**config.mk**
```make
export PLATFORM = sky130hd
export DESIGN_NAME = muldiv_unit
export DESIGN_NICKNAME = d
export VERILOG_FILES = /design/src/rtl/muldiv_unit.sv
export SDC_FILE = /design/constraint.sdc
export NUM_CORES = 1
export LEC_CHECK = 0
export CAP_MARGIN = 0
export CORE_ASPECT_RATIO = 1.75
export CORE_MARGIN = 2
export CORE_UTILIZATION = 46
export CTS_BUF_LIST = sky130_fd_sc_hd__clkbuf_2
export DETAILED_ROUTE_END_ITERATION = 10
export PLACE_DENSITY = 0.78
export SYNTH_ARGS = -nofsm -noshare
export SYNTH_HDL_FRONTEND = slang
export SYNTH_SLANG_ARGS = --single-unit
```
**constraint.sdc**
```tcl
create_clock -name clk -period 4.7 [get_ports clk]
set_input_delay 1.175 -clock clk [delete_from_list [all_inputs] [get_ports clk]]
set_output_delay 1.175 -clock clk [all_outputs]
set_load 0.03 [all_outputs]
```
**src/rtl/muldiv_unit.sv**
```systemverilog
// Iterative RV32M multiply/divide unit.
// Operands are reduced to magnitudes, iterated unsigned for WIDTH cycles
// (shift-add for multiply, restoring subtract for divide), then sign-corrected.
module muldiv_unit #(
  parameter int WIDTH = 32
) (
  input  logic             clk,
  input  logic             rst,
  input  logic             start,
  input  logic [2:0]       op,
  input  logic [WIDTH-1:0] src0,
  input  logic [WIDTH-1:0] src1,
  input  logic [4:0]       rd,
  output logic             ready,
  output logic             done,
  output logic [4:0]       w_reg,
  output logic [WIDTH-1:0] w_dat,
  output logic             write
);

  localparam int CW = $clog2(WIDTH);
  localparam logic [CW-1:0] LAST = CW'(WIDTH - 1);
  localparam logic [WIDTH-1:0] MOST_NEG = {1'b1, {(WIDTH-1){1'b0}}};

  typedef enum logic [1:0] {IDLE, CALC, DONE} state_t;

  state_t           state;
  logic [CW-1:0]    count;
  logic [2:0]       op_reg;
  logic [4:0]       rd_reg;
  logic [WIDTH-1:0] hi_reg;   // mul: upper product half; div: partial remainder
  logic [WIDTH-1:0] lo_reg;   // mul: multiplier / lower product; div: dividend / quotient
  logic [WIDTH-1:0] b_reg;    // multiplicand or divisor magnitude
  logic             neg_reg;  // negate the final result
  logic             fast_reg; // lo_reg already holds the final answer

  // Operand conditioning at issue: signedness, magnitudes, fast-path detection
  logic             s0_signed, s1_signed, neg0, neg1, neg_issue;
  logic             div_zero, div_ovf, fast_issue;
  logic [WIDTH-1:0] mag0, mag1, fast_res;

  always_comb begin
    s0_signed  = 1'b0;
    s1_signed  = 1'b0;
    fast_res   = '0;
    fast_issue = 1'b0;
    if (!op[2]) begin
      s0_signed = (op[1:0] != 2'd3);
      s1_signed = !op[1];
    end else begin
      s0_signed = !op[0];
      s1_signed = !op[0];
    end
    neg0     = s0_signed & src0[WIDTH-1];
    neg1     = s1_signed & src1[WIDTH-1];
    mag0     = neg0 ? -src0 : src0;
    mag1     = neg1 ? -src1 : src1;
    // the remainder follows the dividend; everything else follows the sign xor
    neg_issue = (op[2] && op[1]) ? neg0 : (neg0 ^ neg1);
    div_zero = (src1 == '0);
    div_ovf  = !op[0] && (src0 == MOST_NEG) && (src1 == '1);
    if (op[2] && div_zero) begin
      fast_issue = 1'b1;
      fast_res   = op[1] ? src0 : '1;
    end else if (op[2] && div_ovf) begin
      fast_issue = 1'b1;
      fast_res   = op[1] ? '0 : src0;
    end
  end

  // One iteration step plus the sign-corrected result of that step
  logic [WIDTH:0]     mul_sum;
  logic [WIDTH:0]     div_shift;
  logic [WIDTH-1:0]   div_diff;
  logic [WIDTH-1:0]   hi_next, lo_next;
  logic [2*WIDTH-1:0] prod, prod_s;
  logic [WIDTH-1:0]   quo_s, rem_s, result;

  always_comb begin
    mul_sum   = {1'b0, hi_reg} + (lo_reg[0] ? {1'b0, b_reg} : '0);
    div_shift = {hi_reg, lo_reg[WIDTH-1]};
    div_diff  = div_shift[WIDTH-1:0] - b_reg;
    if (!op_reg[2]) begin
      hi_next = mul_sum[WIDTH:1];
      lo_next = {mul_sum[0], lo_reg[WIDTH-1:1]};
    end else if (div_shift >= {1'b0, b_reg}) begin
      hi_next = div_diff;
      lo_next = {lo_reg[WIDTH-2:0], 1'b1};
    end else begin
      hi_next = div_shift[WIDTH-1:0];
      lo_next = {lo_reg[WIDTH-2:0], 1'b0};
    end
    prod   = {hi_next, lo_next};
    prod_s = neg_reg ? -prod : prod;
    quo_s  = neg_reg ? -lo_next : lo_next;
    rem_s  = neg_reg ? -hi_next : hi_next;
    if (!op_reg[2])
      result = (op_reg[1:0] == 2'd0) ? prod_s[WIDTH-1:0] : prod_s[2*WIDTH-1:WIDTH];
    else
      result = op_reg[1] ? rem_s : quo_s;
  end

  // Control FSM with registered handshake and write-port outputs
  always_ff @(posedge clk) begin
    if (rst) begin
      state    <= IDLE;
      count    <= '0;
      ready    <= 1'b1;
      done     <= 1'b0;
      write    <= 1'b0;
      w_reg    <= '0;
      w_dat    <= '0;
      op_reg   <= '0;
      rd_reg   <= '0;
      hi_reg   <= '0;
      lo_reg   <= '0;
      b_reg    <= '0;
      neg_reg  <= 1'b0;
      fast_reg <= 1'b0;
    end else begin
      case (state)
        IDLE: begin
          done  <= 1'b0;
          write <= 1'b0;
          if (start) begin
            op_reg   <= op;
            rd_reg   <= rd;
            b_reg    <= mag1;
            hi_reg   <= '0;
            lo_reg   <= fast_issue ? fast_res : mag0;
            neg_reg  <= neg_issue;
            fast_reg <= fast_issue;
            count    <= '0;
            ready    <= 1'b0;
            state    <= CALC;
          end
        end
        CALC: begin
          if (fast_reg) begin
            w_dat <= lo_reg;
            w_reg <= rd_reg;
            done  <= 1'b1;
            write <= (rd_reg != 5'd0);
            state <= DONE;
          end else begin
            hi_reg <= hi_next;
            lo_reg <= lo_next;
            count  <= count + 1'b1;
            if (count == LAST) begin
              w_dat <= result;
              w_reg <= rd_reg;
              done  <= 1'b1;
              write <= (rd_reg != 5'd0);
              state <= DONE;
            end
          end
        end
        DONE: begin
          done  <= 1'b0;
          write <= 1'b0;
          ready <= 1'b1;
          count <= '0;
          state <= IDLE;
        end
        default: state <= IDLE;
      endcase
    end
  end

endmodule
```
==> impl_metrics.tcl <==
set metrics [dict create \
    run_status "finished with violations" \
    violations "capacitance limit, slew limit" \
    synth_seq_cells 153 \
    yosys-top-cells-area "dfxtp_1 19%, a21oi_1 7.2%, nor2_1 6.5%" \
    synth.avg_cell_area_um2 6.94 \
    die_height_um 252 \
    grt.met3_usage_pct 9.87 \
    synthFlopType "dfxtp_1" \
    cp_max_fo 6 \
    min_from "w_dat[7]" \
    busiest_layer "met2" \
    clk_latency_ps 980 \
    ff2ff_path_depth 17 \
    p_per_area_nw_per_um2 243 \
    cts_buffer_depth 2 \
    post-route-util_pct 60.5 \
    required_ps 5580 \
    fillers 3323 \
    post_dp_cell_area_um2 20100 \
    die_x_um 146 \
    vias 21149 \
    synthToLayoutAreaGrowth_pct 29.3 \
    wirelength_mm 82.1 \
    skew_ps 57.9 \
    seq_area_frac_synth_pct 18.9 \
    yosys.cell_count.top_type "nor2_1" \
    coreArea_um2 34600 \
    ant_nets 0 \
    synth_cell_types 105 \
    antenna_found_initial 4 \
    synthCells 2333 \
    cap_violations 1 \
    hold_depth 2 \
    reg2reg_slack_ps 7 \
    finalSetupViolations 0 \
    cts_made_buffers 17 \
    max-vdd-ir-drop_v 0.000151 \
    hold_class "flip-flop to flip-flop" \
    hold_viol_final 0 \
    yosysTopAreaCellShare_pct 18.9 \
    layout.nets 2845 \
    drt_first_iter_violations 2174 \
    cts_tree "yes" \
    grt_max_degree 74 \
    stdcell_area_um2 20900 \
    synth_top_cell_by_area "dfxtp_1" \
    first_global_vias 20654 \
    period_share_pct 99.9 \
    path_class "flip-flop to flip-flop" \
    cts.sinks 153 \
    port_buffers 114 \
    place.gp.congestion 1.12 \
    grtUsageMet2_pct 74.1 \
    dp_hpwl_mm 63.0 \
    tightestPinTransition_ps 1570 \
    grt_pass1_wl_mm 122 \
    synthArstFlopShare_pct 0 \
    cts_htree_levels 4 \
    clk_pin_slew_ps 290 \
    cp-end-kind "flip-flop" \
    ioPinCount 115 \
    synth_edf_count 0 \
    overflow 0 \
    arrival_ps 5580 \
    rsz0062_at_grt "true" \
    period_minus_slack_ps 4690 \
    ys_warn_count 0 \
    syn-num-nets 2481 \
    r2r_end "w_dat[30]" \
    routedWlPerCell_um 25.9 \
    track_usage_pct 43.4 \
    avgViaCountPerCell 6.67 \
    start_util_pct 46.8 \
    fmax_ghz 0.213 \
    drc 0 \
    r2r_start "b_reg[2]" \
    dieArea_um2 36800 \
    slew_viol_final 2 \
    hold_end "w_dat[7]" \
    leakagePower_nw 8.51 \
    drive_gt1_share_pct 20.9 \
    startpoint_type "flip-flop" \
    power_w 0.00508 \
    synth.top_cells.by_count "282 x nor2_1, 234 x a21oi_1, 225 x nand2_1" \
    netlist_area_um2 16200 \
    first_pass_iters 9 \
    slew_headroom_pct -5.09 \
    grt_use_met1_pct 39.6 \
    cts_root_buf "clkbuf_2" \
    hold_slack_ps 470 \
    placementRows 90 \
]
## critical path, cell delays in order, from the launching register on
cell      delay, ps
dfxtp_1         430
inv_1            60
ha_1            380
buf_4           170
a21o_1          220
a311oi_4        140
buf_4           160
or3_1           480
a31oi_1         380
a21oi_1         200
o21ai_0         320
xnor2_1         170
o21ai_0         370
o21ai_1         280
buf_4           260
nor4_1          220
mux2i_1         110
a32o_1          280
## worst max path at each step
stage	from	to
floorplan	b_reg[8]	w_dat[10]
global placement	src0[9]	lo_reg[29]
detailed placement	src0[9]	lo_reg[29]
CTS	lo_reg[0]	w_dat[29]
global route	lo_reg[0]	w_dat[29]
finish	b_reg[2]	w_dat[30]
## layout make-up
type	instances	area [µm²]	share of cell area [%]
diodes	1	2.50	0.0120
clock buffers	17	85.1	0.407
clock inverters	15	201	0.963
inverters	69	259	1.24
multi-input cells	1963	12700	60.6
flip-flops and latches	153	3080	14.7
well taps	460	576	2.75
repair buffers	493	4030	19.3
## power breakdown
group / internal (W) / switching, W
Sequential: 0.00138 / 0.000105
Combinational: 0.00107 / 0.00161
Clock: 0.000240 / 0.000685
Total: 0.00269 / 0.00240
## logic make-up (layout without fill, tap and decap cells)
group / count (synthesis) / count (layout) / synth area share (%)
AND/OR/NAND/NOR: 935 / 935 / 28.6
multiplexers: 58 / 58 / 3.66
other: 0 / 1 / 0
adder cells (fa/ha/maj): 73 / 73 / 5.74
AO/OA/AOI/OAI: 782 / 782 / 31.4
flip-flops: 153 / 153 / 18.9
XOR/XNOR: 115 / 115 / 6.22
buffers and inverters: 217 / 594 / 5.41
## routing by layer
layer,vias up,share of wire (%)
met5,-,0.038
met4,6,14
met3,649,7.7
met2,1354,47
met1,9780,31
li1,9360,-
## stage by stage
step,instances,setup TNS [ps],setup slack (ps)
2_1_floorplan,2333,0,276
3_3_place_gp,3129,-5120,-407
3_5_place_dp,3129,-5700,-420
4_1_cts,3161,0,22.3
5_1_grt,3171,-1180,-154
6_report,3171,0,6.85
## placed cells by master, fill, tap and decap left out, types with 11 or more instances in the layout
cell type / synthesis / layout
or4_1: 13 / 12
o21a_1: 14 / 13
xor2_1: 52 / 51
dfxtp_1: 153 / 140
nor2_1: 282 / 275
nand3_1: 59 / 58
xnor2_1: 63 / 60
buf_4: 5 / 374
dfxtp_2: 0 / 11
nand4_1: 29 / 29
o31ai_1: 20 / 20
inv_1: 66 / 66
o211ai_1: 23 / 23
a22oi_1: 22 / 22
ha_1: 71 / 66
clkbuf_2: 1 / 17
or2_2: 14 / 14
a21o_1: 37 / 37
a21oi_1: 234 / 226
nand2b_1: 17 / 17
and3_1: 15 / 15
or3_1: 43 / 42
and2_1: 50 / 50
clkdlybuf4s50_1: 0 / 113
o21ai_0: 172 / 169
nor4_1: 34 / 29
a31oi_1: 23 / 22
nor3_1: 86 / 84
nand2_1: 225 / 223
mux2i_1: 49 / 48
a211oi_1: 68 / 62
## timing repair
item,4_1_cts,5_1_grt
buffers inserted,0,9
gates resized for setup,9,85
setup endpoints to repair,14,28
hold endpoints to repair,0,0
pin swaps,0,19
hold buffers,0,0
Power figures use the tool's default switching activity.
